## src/rtl/cal_seq_ctrl.sv

```systemverilog
// Command sequencer between the UART command decoder and the shared ALU.
// It captures, validates and issues decoded commands, and returns exactly one
// result/status word per accepted command. A one-deep pending slot holds one
// command that arrives while the sequencer is busy.
module cal_seq_ctrl #(
  parameter int unsigned TIMEOUT = 64,
  parameter int unsigned TMR_W   = 8
) (
  input  logic        clk,
  input  logic        rst,
  input  logic        dec_done,
  input  logic [3:0]  dec_dtype,
  input  logic [4:0]  dec_op,
  input  logic [15:0] dec_src1,
  input  logic [15:0] dec_src2,
  output logic        alu_start,
  output logic [4:0]  alu_op,
  output logic        alu_signed,
  output logic [15:0] alu_a,
  output logic [15:0] alu_b,
  input  logic        alu_done,
  input  logic [31:0] alu_result,
  output logic        tx_valid,
  output logic [31:0] tx_data,
  output logic [1:0]  tx_status,
  input  logic        tx_ready,
  output logic        busy,
  output logic        overrun
);

  typedef enum logic [2:0] {
    StIdle,
    StCheck,
    StIssue,
    StWait,
    StSend
  } state_e;

  localparam logic [1:0] StatOk      = 2'b00;
  localparam logic [1:0] StatDivZero = 2'b01;
  localparam logic [1:0] StatBadCmd  = 2'b10;
  localparam logic [1:0] StatTimeout = 2'b11;

  state_e      state_q, state_d;
  logic [3:0]  act_dtype_q, act_dtype_d;
  logic [4:0]  act_op_q, act_op_d;
  logic [15:0] act_a_q, act_a_d;
  logic [15:0] act_b_q, act_b_d;
  logic        slot_full_q, slot_full_d;
  logic [3:0]  slot_dtype_q, slot_dtype_d;
  logic [4:0]  slot_op_q, slot_op_d;
  logic [15:0] slot_a_q, slot_a_d;
  logic [15:0] slot_b_q, slot_b_d;
  logic [TMR_W-1:0] timer_q, timer_d;
  logic [31:0] tx_data_q, tx_data_d;
  logic [1:0]  tx_status_q, tx_status_d;
  logic        overrun_q, overrun_d;

  logic op_ok, dtype_ok;

  assign op_ok    = (act_op_q == 5'h01) || (act_op_q == 5'h02) ||
                    (act_op_q == 5'h04) || (act_op_q == 5'h08);
  assign dtype_ok = (act_dtype_q == 4'd1) || (act_dtype_q == 4'd2);

  // Next-state logic for the FSM, held command registers, pending slot and response.
  always_comb begin
    state_d      = state_q;
    act_dtype_d  = act_dtype_q;
    act_op_d     = act_op_q;
    act_a_d      = act_a_q;
    act_b_d      = act_b_q;
    slot_full_d  = slot_full_q;
    slot_dtype_d = slot_dtype_q;
    slot_op_d    = slot_op_q;
    slot_a_d     = slot_a_q;
    slot_b_d     = slot_b_q;
    timer_d      = timer_q;
    tx_data_d    = tx_data_q;
    tx_status_d  = tx_status_q;
    overrun_d    = overrun_q;

    case (state_q)
      StIdle: begin
        if (slot_full_q) begin
          act_dtype_d = slot_dtype_q;
          act_op_d    = slot_op_q;
          act_a_d     = slot_a_q;
          act_b_d     = slot_b_q;
          slot_full_d = 1'b0;
          state_d     = StCheck;
          // The slot is freed this cycle, so a new command can land in it.
          if (dec_done) begin
            slot_full_d  = 1'b1;
            slot_dtype_d = dec_dtype;
            slot_op_d    = dec_op;
            slot_a_d     = dec_src1;
            slot_b_d     = dec_src2;
          end
        end else if (dec_done) begin
          act_dtype_d = dec_dtype;
          act_op_d    = dec_op;
          act_a_d     = dec_src1;
          act_b_d     = dec_src2;
          state_d     = StCheck;
        end
      end
      StCheck: begin
        if (!op_ok || !dtype_ok) begin
          tx_status_d = StatBadCmd;
          tx_data_d   = 32'd0;
          state_d     = StSend;
        end else if ((act_op_q == 5'h08) && (act_b_q == 16'd0)) begin
          tx_status_d = StatDivZero;
          tx_data_d   = 32'd0;
          state_d     = StSend;
        end else begin
          state_d = StIssue;
        end
      end
      StIssue: begin
        timer_d = '0;
        state_d = StWait;
      end
      StWait: begin
        // A result arriving on the last allowed cycle still counts.
        if (alu_done) begin
          tx_data_d   = alu_result;
          tx_status_d = StatOk;
          state_d     = StSend;
        end else if (timer_q == TMR_W'(TIMEOUT - 1)) begin
          tx_data_d   = 32'd0;
          tx_status_d = StatTimeout;
          state_d     = StSend;
        end else begin
          timer_d = timer_q + TMR_W'(1);
        end
      end
      StSend: begin
        if (tx_ready) begin
          state_d = StIdle;
        end
      end
      default: state_d = StIdle;
    endcase

    if (dec_done && (state_q != StIdle)) begin
      if (!slot_full_q) begin
        slot_full_d  = 1'b1;
        slot_dtype_d = dec_dtype;
        slot_op_d    = dec_op;
        slot_a_d     = dec_src1;
        slot_b_d     = dec_src2;
      end else begin
        overrun_d = 1'b1;
      end
    end
  end

  // State and datapath registers with synchronous reset.
  always_ff @(posedge clk) begin
    if (rst) begin
      state_q      <= StIdle;
      act_dtype_q  <= '0;
      act_op_q     <= '0;
      act_a_q      <= '0;
      act_b_q      <= '0;
      slot_full_q  <= 1'b0;
      slot_dtype_q <= '0;
      slot_op_q    <= '0;
      slot_a_q     <= '0;
      slot_b_q     <= '0;
      timer_q      <= '0;
      tx_data_q    <= '0;
      tx_status_q  <= '0;
      overrun_q    <= 1'b0;
    end else begin
      state_q      <= state_d;
      act_dtype_q  <= act_dtype_d;
      act_op_q     <= act_op_d;
      act_a_q      <= act_a_d;
      act_b_q      <= act_b_d;
      slot_full_q  <= slot_full_d;
      slot_dtype_q <= slot_dtype_d;
      slot_op_q    <= slot_op_d;
      slot_a_q     <= slot_a_d;
      slot_b_q     <= slot_b_d;
      timer_q      <= timer_d;
      tx_data_q    <= tx_data_d;
      tx_status_q  <= tx_status_d;
      overrun_q    <= overrun_d;
    end
  end

  assign alu_start  = (state_q == StIssue);
  assign alu_op     = act_op_q;
  assign alu_signed = (act_dtype_q == 4'd2);
  assign alu_a      = act_a_q;
  assign alu_b      = act_b_q;
  assign tx_valid   = (state_q == StSend);
  assign tx_data    = tx_data_q;
  assign tx_status  = tx_status_q;
  assign busy       = (state_q != StIdle) || slot_full_q;
  assign overrun    = overrun_q;

endmodule

```

## config.mk

```make
export PLATFORM = sky130hd
export DESIGN_NAME = cal_seq_ctrl
export DESIGN_NICKNAME = d
export VERILOG_FILES = /design/src/rtl/cal_seq_ctrl.sv
export SDC_FILE = /design/constraint.sdc
export NUM_CORES = 1
export LEC_CHECK = 0
export ABC_CLOCK_PERIOD_IN_PS = 4000
export CORE_MARGIN = 3
export CORE_UTILIZATION = 50
export DETAILED_ROUTE_END_ITERATION = 7
export MAX_ROUTING_LAYER = met4
export PLACE_DENSITY = 0.86
export SLEW_MARGIN = 0
export SYNTH_ARGS = -nofsm -noshare
export SYNTH_HDL_FRONTEND = slang
export SYNTH_SLANG_ARGS = --single-unit
```

## constraint.sdc

```tcl
create_clock -name clk -period 4 [get_ports clk]
set_input_delay 0.4 -clock clk [delete_from_list [all_inputs] [get_ports clk]]
set_output_delay 0.4 -clock clk [all_outputs]
set_load 0.005 [all_outputs]
```

==> impl_metrics.py, run 1 <==
metrics = {
    "floorplanning": {
        "floorplan.initialDensity_pct": 51.71,
        "die-width_um": 106.8,
        "die-height_um": 106.8,
        "rows": 36,
        "core_sq_um": 9819,
        "total_die_area_sq_um": 11400,
        "design.portCount": 154,
    },
    "sta": {
        "finalHoldViolations": 0,
        "setup_violations": 0,
        "maxSlewHeadroom_pct": 23.75,
        "clock.fmax_mhz": 371.4,
        "final.setup_skew_ns": 0.009059,
        "final-max-slew-violation-count": 0,
        "transition_time_of_the_tightest_slew_check_pin_ns": 1.144,
        "grt_setup_unrepaired": "no",
        "layout_min_cycle_time_ns": 2.692,
        "final.setup.tns_ns": 0,
        "post-route-period-util_pct": 67.30,
    },
    "flow_run": {
        "cap_viol_max_count": 0,
    },
    "route": {
        "final_wirelength_um": 13050,
        "detail_route.drc_violations": 0,
        "routed_wire_length_per_instance_um": 15.99,
        "avgViaCountPerCell": 5.553,
        "ant_nets": 0,
        "detailedRoute.firstIterationViolations": 246,
        "dr_total_vias": 4531,
        "detail_route.first_pass.iterations": 5,
    },
    "yosys": {
        "mean_syn_cell_area_sq_um": 9.437,
        "synthCells": 538,
        "asyncSetResetFlopFracSynth_pct": 0,
        "yosys_warnings": 0,
        "synth.cell_area_sq_um": 5077,
        "synth-seq-area-share_pct": 50.86,
        "main_synth_ff_type": "sky130_fd_sc_hd__dfxtp_1",
        "synth-edff-count": 0,
        "synth.ff_latch_count": 129,
        "syn_nets": 617,
        "synth_cell_types": 41,
    },
    "clocking": {
        "clock_tree_from_tritoncts": "yes",
        "clockRootBuffer": "sky130_fd_sc_hd__clkbuf_8",
        "cts_made_buffers": 17,
        "numClockSinks": 129,
        "max-clock-path-buffers": 2,
        "cts.hold.buffers_added": 0,
        "worst_setup_hold_path_clk_slew_ns": 0.06,
        "number_of_setup_buffers_added_after_cts": 0,
        "clock_insertion_delay_worst_skew_ns": 0.50,
        "htreeDepth": 4,
        "cts_resized": 0,
    },
    "placement": {
        "gp_congestion": 0.7649,
        "postPlaceCellArea_sq_um": 6624,
        "numPortBuffers": 153,
        "place.detailed.hpwl_um": 8705,
    },
    "worst_setup_path": {
        "critical_path_class": "reg -> out",
        "worst_path_max_delay_cell": "sky130_fd_sc_hd__nor3b_1",
        "endpoint_kind": "primary output",
        "cpLargestDelayFamily": "simple AND/OR/NAND/NOR gates",
        "critical-path-max-stage-delay_ns": 0.67,
        "cp_cell_sequence": "nor3b_1 -> clkdlybuf4s50_1",
        "critical_path.max_fanout": 8,
        "critical_path_buf_inv_count": 1,
        "cp.required_ns": 3.60,
        "critical_path_startpoint_category": "register",
        "crit_arrival_ns": 2.29,
    },
    "global_route": {
        "grt_max_degree": 93,
        "grt_first_pass_wirelength_um": 21110,
        "overflow": 0,
        "grt_use_total_pct": 23.46,
        "grt_pass1_vias": 4341,
        "number_of_antenna_violations_at_the_first_check_in_global_routing": 0,
    },
    "power_and_ir_drop": {
        "irDropWorstVdd_mv": 0.2784,
        "power.density_nw_per_um2": 488.2,
        "p_seq_share_pct": 41.7,
        "totalPowerFinal_mw": 3.510,
        "netSwitchingFraction_pct": 26.18,
        "leakagePower_nw": 2.690,
        "p_clk_share_pct": 41.5,
        "internal_power_mw": 2.591,
        "comb_power_share_pct": 16.8,
        "power.net_switching_mw": 0.9188,
    },
    "cells_and_area": {
        "fillCellCount": 741,
        "commonest_non_fill_non_tap_cell_in_the_layout": "sky130_fd_sc_hd__clkdlybuf4s50_1",
        "multiInputGateArea_sq_um": 2302,
        "final_cell_area_sq_um": 7189,
        "seqCellArea_sq_um": 2584,
        "layout_common_cells": "sky130_fd_sc_hd__clkdlybuf4s50_1 (152), sky130_fd_sc_hd__dfxtp_1 (128), sky130_fd_sc_hd__nand2_1 (87)",
        "insertedDiodeCount": 0,
        "final_net_count": 750,
        "drive_gt1_share_pct": 10.54,
        "area_growth_pct": 41.60,
    },
    "min_path": {
        "holdCritPathClass": "reg -> reg",
    },
    "outcome": {
        "outcome": "complete, no violations",
    },
}
## Yosys cell counts (2+ instances only)
cell type                  count  area share (%)
sky130_fd_sc_hd__xor2_1        4            0.69
sky130_fd_sc_hd__clkbuf_1     37             2.7
sky130_fd_sc_hd__a21oi_1      49             4.8
sky130_fd_sc_hd__nor4b_1       3            0.52
sky130_fd_sc_hd__buf_2         4            0.39
sky130_fd_sc_hd__nor4_1        4            0.49
sky130_fd_sc_hd__nand3_1       3            0.30
sky130_fd_sc_hd__or3_1         5            0.62
sky130_fd_sc_hd__o21ai_0       6            0.59
sky130_fd_sc_hd__a32o_1        5            0.99
sky130_fd_sc_hd__mux2i_1      43             8.5
sky130_fd_sc_hd__nor3b_1       3            0.44
sky130_fd_sc_hd__nor3_1        3            0.30
sky130_fd_sc_hd__a211oi_1     42             6.2
sky130_fd_sc_hd__o211ai_1      2            0.30
sky130_fd_sc_hd__dfxtp_1     129              51
sky130_fd_sc_hd__and3_1        4            0.49
sky130_fd_sc_hd__buf_6         3            0.67
sky130_fd_sc_hd__nand2b_1      2            0.25
sky130_fd_sc_hd__a32o_2       27             6.0
sky130_fd_sc_hd__nor2_1       53             3.9
sky130_fd_sc_hd__and2_1        2            0.25
sky130_fd_sc_hd__nand2_1      87             6.4
## power by group through the flow
stage | Clock [mW] | Combinational [mW] | Sequential, mW
3_3_place_gp | 0 | 0.569 | 1.48
4_1_cts | 1.48 | 0.594 | 1.46
6_report | 1.46 | 0.588 | 1.46
2_1_floorplan | 0 | 0.317 | 1.48
5_1_grt | 1.54 | 0.651 | 1.48
3_5_place_dp | 0 | 0.587 | 1.49
## per-stage QoR
stage | std cells | hold WS, ns | utilization, % | worst slack [ns]
2_1_floorplan | 538 | 0.4360 | - | 2.035
3_3_place_gp | 785 | 0.4322 | 67.46 | 1.498
3_5_place_dp | 785 | 0.4347 | 67.46 | 1.380
4_1_cts | 816 | 0.4438 | 73.22 | 1.340
5_1_grt | 816 | 0.4659 | 73.22 | 1.180
6_report | 816 | 0.4399 | 73.22 | 1.308
## routing by layer
layer	part of all wire, %	up-vias	GRT usage (%)
li1	-	2203	-
met1	43	2139	28.81
met2	48	172	37.28
met3	7.4	17	6.442
met4	1.7	0	8.493
met5	0	-	-
## flip-flops by register name, summed over array words and instances (netlist names)
register and cells:
tx_data 32, alu_a 16, alu_b 16, slot_a_q 16
slot_b_q 16, timer_q 8, alu_op 5, slot_op_q 5
act_dtype_q 4, slot_dtype_q 4, state_q 3, tx_status 2
overrun 1, slot_full_q 1
## worst paths after layout
kind / endpoint / from / slack [ns] / cells past startpoint
worst max-delay path: alu_start / state_q[1] / 1.31 / 2
worst min-delay path: tx_status[0] / tx_status[0] / 0.44 / 2
worst max register to register: tx_data[2] / alu_op[1] / 1.47 / 5
worst min register to register: tx_status[0] / tx_status[0] / 0.44 / 2
## worst reg2reg max path, stage by stage, from the launching register on
cell and delay [ns]:
sky130_fd_sc_hd__dfxtp_1 0.36, sky130_fd_sc_hd__nor4b_1 0.36, sky130_fd_sc_hd__a211oi_1 0.12, sky130_fd_sc_hd__or4_4 0.56, sky130_fd_sc_hd__o221ai_4 0.75, sky130_fd_sc_hd__a32o_2 0.31
## layout make-up
type / count / share of cell area, %
clock buffers: 19 / 6.004
repair buffers: 158 / 21.75
inverters: 2 / 0.1044
multi-input cells: 363 / 32.02
well taps: 133 / 2.315
clock inverters: 12 / 1.862
flip-flops and latches: 129 / 35.94
## cells by family (layout without fill, tap and decap cells)
logic type / after synthesis / count (layout) / share of synthesized area, %
and+or+nand+nor: 178 / 178 / 15.43
AOI/OAI and AO/OA: 136 / 136 / 20.18
DFF: 129 / 129 / 50.86
buffers and inverters: 46 / 191 / 3.943
muxes: 43 / 43 / 8.477
xor gates and xnor gates: 5 / 5 / 0.8625
adders and majority gates: 1 / 1 / 0.2464
(Power assumes the default switching activity.)
==> inputs of run 2 (changes only) <==
--- a/config.mk
+++ b/config.mk
@@ -5,12 +5,12 @@
 export SDC_FILE = /design/constraint.sdc
 export NUM_CORES = 1
 export LEC_CHECK = 0
-export ABC_CLOCK_PERIOD_IN_PS = 4000
+export ABC_CLOCK_PERIOD_IN_PS = 2400
 export CORE_MARGIN = 3
-export CORE_UTILIZATION = 50
+export CORE_UTILIZATION = 42
 export DETAILED_ROUTE_END_ITERATION = 7
 export MAX_ROUTING_LAYER = met4
-export PLACE_DENSITY = 0.86
+export PLACE_DENSITY = 0.78
 export SLEW_MARGIN = 0
 export SYNTH_ARGS = -nofsm -noshare
 export SYNTH_HDL_FRONTEND = slang
==> constraint.sdc (replaced) <==
create_clock -name clk -period 2.4 [get_ports clk]
set_input_delay 0.24 -clock clk [delete_from_list [all_inputs] [get_ports clk]]
set_output_delay 0.24 -clock clk [all_outputs]
set_load 0.005 [all_outputs]
==> impl_metrics.py, run 2 (synthesized netlist as in run 1, its figures left out) <==
metrics = {
    "cells_and_area": {
        "final_net_count": 757,
        "fillCellCount": 919,
        "insertedDiodeCount": 0,
        "drive_gt1_share_pct": 11.59,
        "final_util_pct": 63.69,
        "largest_register_ff_count": 32,
        "layout_common_cells": "sky130_fd_sc_hd__clkdlybuf4s50_1 (152), sky130_fd_sc_hd__dfxtp_1 (128), sky130_fd_sc_hd__nand2_1 (87)",
        "area_growth_pct": 45.69,
        "commonest_non_fill_non_tap_cell_in_the_layout": "sky130_fd_sc_hd__clkdlybuf4s50_1",
    },
    "sta": {
        "hold_slack_ns": 0.2354,
        "grt_setup_unrepaired": "no",
        "setup_violations": 0,
        "transition_time_of_the_tightest_slew_check_pin_ns": 0.6073,
        "final-max-slew-violation-count": 0,
        "timing.final.ws_setup_ns": 0.1702,
        "final.setup_skew_ns": 0.006310,
        "finalHoldViolations": 0,
        "final.setup.tns_ns": 0,
        "layout_min_cycle_time_ns": 2.230,
        "clock.fmax_mhz": 448.5,
        "post-route-period-util_pct": 92.91,
        "maxSlewHeadroom_pct": 59.51,
    },
    "clocking": {
        "cts_resized": 0,
        "clock_tree_from_tritoncts": "yes",
        "number_of_setup_buffers_added_after_cts": 0,
        "worst_setup_hold_path_clk_slew_ns": 0.05,
        "cts_made_buffers": 17,
        "max-clock-path-buffers": 2,
        "clockRootBuffer": "sky130_fd_sc_hd__clkbuf_16",
        "htreeDepth": 4,
        "numClockSinks": 129,
        "clock_insertion_delay_worst_skew_ns": 0.42,
        "cts.hold.buffers_added": 0,
    },
    "route": {
        "dr_total_vias": 4514,
        "detail_route.drc_violations": 0,
        "avgViaCountPerCell": 5.419,
        "detailedRoute.firstIterationViolations": 271,
        "routed_wire_length_per_instance_um": 16.22,
        "final_wirelength_um": 13510,
        "ant_nets": 0,
        "detail_route.first_pass.iterations": 4,
    },
    "power_and_ir_drop": {
        "p_seq_share_pct": 38.7,
        "netSwitchingFraction_pct": 24.80,
        "internal_power_mw": 4.742,
        "leakagePower_nw": 2.788,
        "totalPowerFinal_mw": 6.306,
        "irDropWorstVdd_mv": 0.5697,
        "p_clk_share_pct": 45.0,
        "power.net_switching_mw": 1.564,
        "comb_power_share_pct": 16.3,
        "power.density_nw_per_um2": 852.5,
    },
    "floorplanning": {
        "floorplan.initialDensity_pct": 43.72,
        "rows": 39,
        "design.portCount": 154,
        "total_die_area_sq_um": 13440,
        "core_sq_um": 11610,
        "die-height_um": 116.0,
        "die-width_um": 116.0,
    },
    "placement": {
        "place.detailed.hpwl_um": 8994,
        "placement.setup.worst_slack_ns": 0.3125,
        "numPortBuffers": 153,
        "gp_congestion": 0.7971,
    },
    "worst_setup_path": {
        "endpoint_kind": "primary output",
        "critical_path.max_fanout": 6,
        "crit_arrival_ns": 1.99,
        "cp.required_ns": 2.16,
        "critical_path_class": "reg -> out",
        "critical_path_startpoint_category": "register",
    },
    "global_route": {
        "grt_use_total_pct": 21.00,
        "number_of_antenna_violations_at_the_first_check_in_global_routing": 0,
        "overflow": 0,
        "grt_first_pass_wirelength_um": 21480,
        "grt_pass1_vias": 4421,
        "grt_max_degree": 93,
    },
    "flow_run": {
        "cap_viol_max_count": 0,
    },
    "min_path": {
        "holdCritPathClass": "in -> reg",
    },
    "outcome": {
        "outcome": "complete, no violations",
    },
}
run 2: area by class of cell:
| cell class | count | area [sq um] | area share [%] |
|---|---|---|---|
| Sequential cell | 129 | 2584 | 34.93 |
| Multi-Input combinational cell | 363 | 2302 | 31.12 |
| Timing Repair Buffer | 165 | 1667 | 22.53 |
| Clock buffer | 19 | 452.9 | 6.123 |
| Clock inverter | 12 | 205.2 | 2.774 |
| Tap cell | 143 | 178.9 | 2.419 |
| Inverter | 2 | 7.507 | 0.1015 |
run 2: worst paths after layout:
check                             startpoint            to  slack [ns]  cells past startpoint
worst max-delay path              state_q[0]          busy        0.17                      3
worst min-delay path                     rst  tx_status[1]        0.24                      4
worst max register to register     alu_op[0]  tx_status[1]        0.31                      6
worst min register to register  tx_status[0]  tx_status[0]        0.45                      2
run 2: routing by layer:
layer  vias to the layer above  wire (um)  track usage [%]
li1                       2236          -                -
met1                      2126       5678            22.83
met2                       139       6680            35.21
met3                        13        968            7.781
met4                         0        185            7.579
met5                         -          0                -
run 2: power groups by stage:
stage	combinational, mW	sequential, mW	clock [mW]
2_1_floorplan	0.528	2.46	0
3_3_place_gp	0.999	2.47	0
3_5_place_dp	1.02	2.48	0
4_1_cts	1.03	2.44	2.90
5_1_grt	1.12	2.46	2.99
6_report	1.03	2.44	2.84
run 2: metrics by stage:
stage / std cells / instance area [sq um]
after floorplan: 538 / 5077
after global placement: 802 / 6739
after detailed placement: 802 / 6739
after CTS: 833 / 7397
after global routing: 833 / 7397
final: 833 / 7397
run 2: critical path, stage by stage, from the launching register on:
cell	delay [ns]
sky130_fd_sc_hd__dfxtp_1	0.34
sky130_fd_sc_hd__or3_1	0.49
sky130_fd_sc_hd__or2_1	0.29
sky130_fd_sc_hd__clkdlybuf4s50_1	0.45
==> inputs of run 3 (changes only) <==
--- a/config.mk
+++ b/config.mk
@@ -5,11 +5,11 @@
 export SDC_FILE = /design/constraint.sdc
 export NUM_CORES = 1
 export LEC_CHECK = 0
-export ABC_CLOCK_PERIOD_IN_PS = 2400
+export ABC_CLOCK_PERIOD_IN_PS = 1900
 export CORE_MARGIN = 3
 export CORE_UTILIZATION = 42
+export CTS_CLUSTER_DIAMETER = 120
 export DETAILED_ROUTE_END_ITERATION = 7
-export MAX_ROUTING_LAYER = met4
 export PLACE_DENSITY = 0.78
 export SLEW_MARGIN = 0
 export SYNTH_ARGS = -nofsm -noshare
==> constraint.sdc (replaced) <==
create_clock -name clk -period 1.9 [get_ports clk]
set_input_delay 0.19 -clock clk [delete_from_list [all_inputs] [get_ports clk]]
set_output_delay 0.19 -clock clk [all_outputs]
set_load 0.005 [all_outputs]
==> impl_metrics.py, run 3 (synthesized netlist as in run 1, its figures left out) <==
metrics = {
    "outcome": {
        "outcome": "complete, but fails checks",
        "failed_checks": "negative setup slack",
    },
    "cells_and_area": {
        "multiInputGateArea_sq_um": 2401,
        "seqCellArea_sq_um": 2597,
        "layout_common_cells": "sky130_fd_sc_hd__clkdlybuf4s50_1 (148), sky130_fd_sc_hd__dfxtp_1 (121), sky130_fd_sc_hd__nand2_1 (87)",
        "insertedDiodeCount": 0,
        "commonest_non_fill_non_tap_cell_in_the_layout": "sky130_fd_sc_hd__clkdlybuf4s50_1",
        "fillCellCount": 907,
        "drive_gt1_share_pct": 16.99,
        "fin_cells": 855,
        "area_growth_pct": 51.23,
        "final_cell_area_sq_um": 7679,
        "final_net_count": 778,
        "largest_register_ff_count": 32,
    },
    "sta": {
        "transition_time_of_the_tightest_slew_check_pin_ns": 0.5241,
        "setup_violations": 36,
        "hold_slack_ns": 0.2668,
        "post-route-period-util_pct": 107.0,
        "timing.final.ws_setup_ns": -0.1337,
        "final-max-slew-violation-count": 0,
        "clock.fmax_mhz": 491.7,
        "finalHoldViolations": 0,
        "final.setup_skew_ns": 0.005679,
        "layout_min_cycle_time_ns": 2.034,
        "grt_setup_unrepaired": "yes",
        "final.setup.tns_ns": -3.183,
        "maxSlewHeadroom_pct": 64.93,
    },
    "worst_setup_path": {
        "endpoint_kind": "register",
        "critical_path_class": "reg -> reg",
        "startpoint": "alu_op[4]",
        "critical_path_startpoint_category": "register",
        "cp_cell_sequence": "or3_4 -> or4_4 -> o221ai_4 -> buf_6 -> clkbuf_16 -> a32o_2",
        "critical_path.max_fanout": 4,
        "crit_arrival_ns": 2.39,
        "critical-path-max-stage-delay_ns": 0.55,
        "timing.rr.start": "alu_op[4]",
        "cp.required_ns": 2.25,
        "worst_path_max_delay_cell": "sky130_fd_sc_hd__or4_4",
    },
    "power_and_ir_drop": {
        "leakagePower_nw": 2.963,
        "comb_power_share_pct": 19.6,
        "irDropWorstVdd_mv": 0.9135,
        "p_seq_share_pct": 40.6,
        "p_clk_share_pct": 39.8,
        "power.net_switching_mw": 1.979,
        "power.density_nw_per_um2": 992.4,
        "internal_power_mw": 5.640,
        "netSwitchingFraction_pct": 25.98,
    },
    "global_route": {
        "grt-busiest-layer": "met2",
        "groute.layer.met2.usage_pct": 35.02,
        "number_of_antenna_violations_at_the_first_check_in_global_routing": 0,
        "grt_pass1_vias": 4551,
        "grt_first_pass_wirelength_um": 21690,
        "global_route.usage.met3_pct": 7.676,
        "grt_max_degree": 93,
        "use_met1_pct": 23.41,
        "overflow": 0,
        "grt_use_total_pct": 20.46,
    },
    "route": {
        "final_wirelength_um": 13820,
        "dr_total_vias": 4598,
        "detail_route.first_pass.iterations": 4,
        "routed_wire_length_per_instance_um": 16.17,
        "detail_route.drc_violations": 0,
        "avgViaCountPerCell": 5.378,
        "ant_nets": 0,
        "detailedRoute.firstIterationViolations": 298,
    },
    "clocking": {
        "htreeDepth": 4,
        "max-clock-path-buffers": 2,
        "clock_tree_from_tritoncts": "yes",
        "clockRootBuffer": "sky130_fd_sc_hd__clkbuf_16",
        "cts_made_buffers": 17,
        "numClockSinks": 129,
        "worst_setup_hold_path_clk_slew_ns": 0.05,
        "clock_insertion_delay_worst_skew_ns": 0.41,
    },
    "floorplanning": {
        "core_sq_um": 11610,
        "design.portCount": 154,
        "floorplan.initialDensity_pct": 43.72,
        "total_die_area_sq_um": 13440,
        "die-width_um": 116.0,
        "rows": 39,
        "die-height_um": 116.0,
    },
    "min_path": {
        "holdCritPathClass": "in -> reg",
        "hold_path.startpoint": "rst",
    },
    "placement": {
        "place.detailed.hpwl_um": 9322,
        "numPlacedInstances": 814,
        "postPlaceCellArea_sq_um": 6900,
        "numPortBuffers": 153,
        "gp_congestion": 0.8228,
    },
    "flow_run": {
        "cap_viol_max_count": 0,
    },
}
[run 3: cell count changes in the layout (fill, tap and decap cells not counted), moves of 3 or more]
cell	previous run	this run
sky130_fd_sc_hd__dfxtp_2	1	6
sky130_fd_sc_hd__buf_4	8	20
sky130_fd_sc_hd__clkbuf_1	0	3
sky130_fd_sc_hd__buf_6	0	3
sky130_fd_sc_hd__clkinv_2	1	4
sky130_fd_sc_hd__dfxtp_1	128	121
sky130_fd_sc_hd__buf_12	4	7
sky130_fd_sc_hd__clkdlybuf4s50_1	152	148
sky130_fd_sc_hd__bufinv_16	5	1
sky130_fd_sc_hd__nor3b_2	0	3
sky130_fd_sc_hd__nor3b_1	3	0
[run 3: metrics by stage]
step / worst slack, ns / power, mW / util [%]
after floorplan: -0.009418 / 3.786 / -
after global placement: -0.01036 / 4.467 / 59.42
after detailed placement: -0.1209 / 4.519 / 59.42
after CTS: -0.1360 / 7.668 / 65.44
after global routing: -0.1804 / 7.980 / 66.12
final: -0.1337 / 7.620 / 66.12
[run 3: final cells by class]
| type | count | area share [%] |
|---|---|---|
| clock buffers | 23 | 6.225 |
| multi-input cells | 363 | 31.27 |
| repair buffers | 186 | 25.18 |
| well taps | 143 | 2.330 |
| flip-flops and latches | 129 | 33.83 |
| inverters | 2 | 0.09777 |
| clock inverters | 9 | 1.075 |
[run 3: worst paths after layout]
path | end | slack (ns) | cells after the start
setup / recovery | tx_data[21] | -0.13 | 6
setup reg to reg | tx_data[21] | -0.13 | 6
hold reg to reg | slot_b_q[2] | 0.45 | 2
hold / removal | tx_data[25] | 0.27 | 3
[run 3: what timing repair did]
action | in CTS | in global routing
endpoints found under the setup margin | 39 | 39
gates cloned | 2 | 1
gates resized for setup | 19 | 14
setup buffers | 3 | 4
hold buffers | 0 | 0
pin swaps | 0 | 7
[run 3: routing by layer]
layer  wire length [um]  vias up  share of wire, %
li1                   -     2268                 -
met1               5561     2154                40
met2               6838      155                49
met3               1209       21               8.7
met4                214        0               1.5
met5                  0        -                 0
[run 3: power groups by stage]
| stage | clock [mW] | combinational [mW] | sequential, mW |
|---|---|---|---|
| after detailed placement | 0 | 1.39 | 3.13 |
| after CTS | 3.10 | 1.47 | 3.09 |
| after floorplan | 0 | 0.672 | 3.11 |
| after global placement | 0 | 1.35 | 3.12 |
| after global routing | 3.23 | 1.63 | 3.12 |
| final | 3.03 | 1.49 | 3.09 |
[run 3: critical path, delay by kind of cell, from the launching register on]
kind | cells | cell delay, ns
flops | 1 | 0.34
compound gates | 2 | 0.39
buf+inv | 2 | 0.33
simple gates | 2 | 0.92
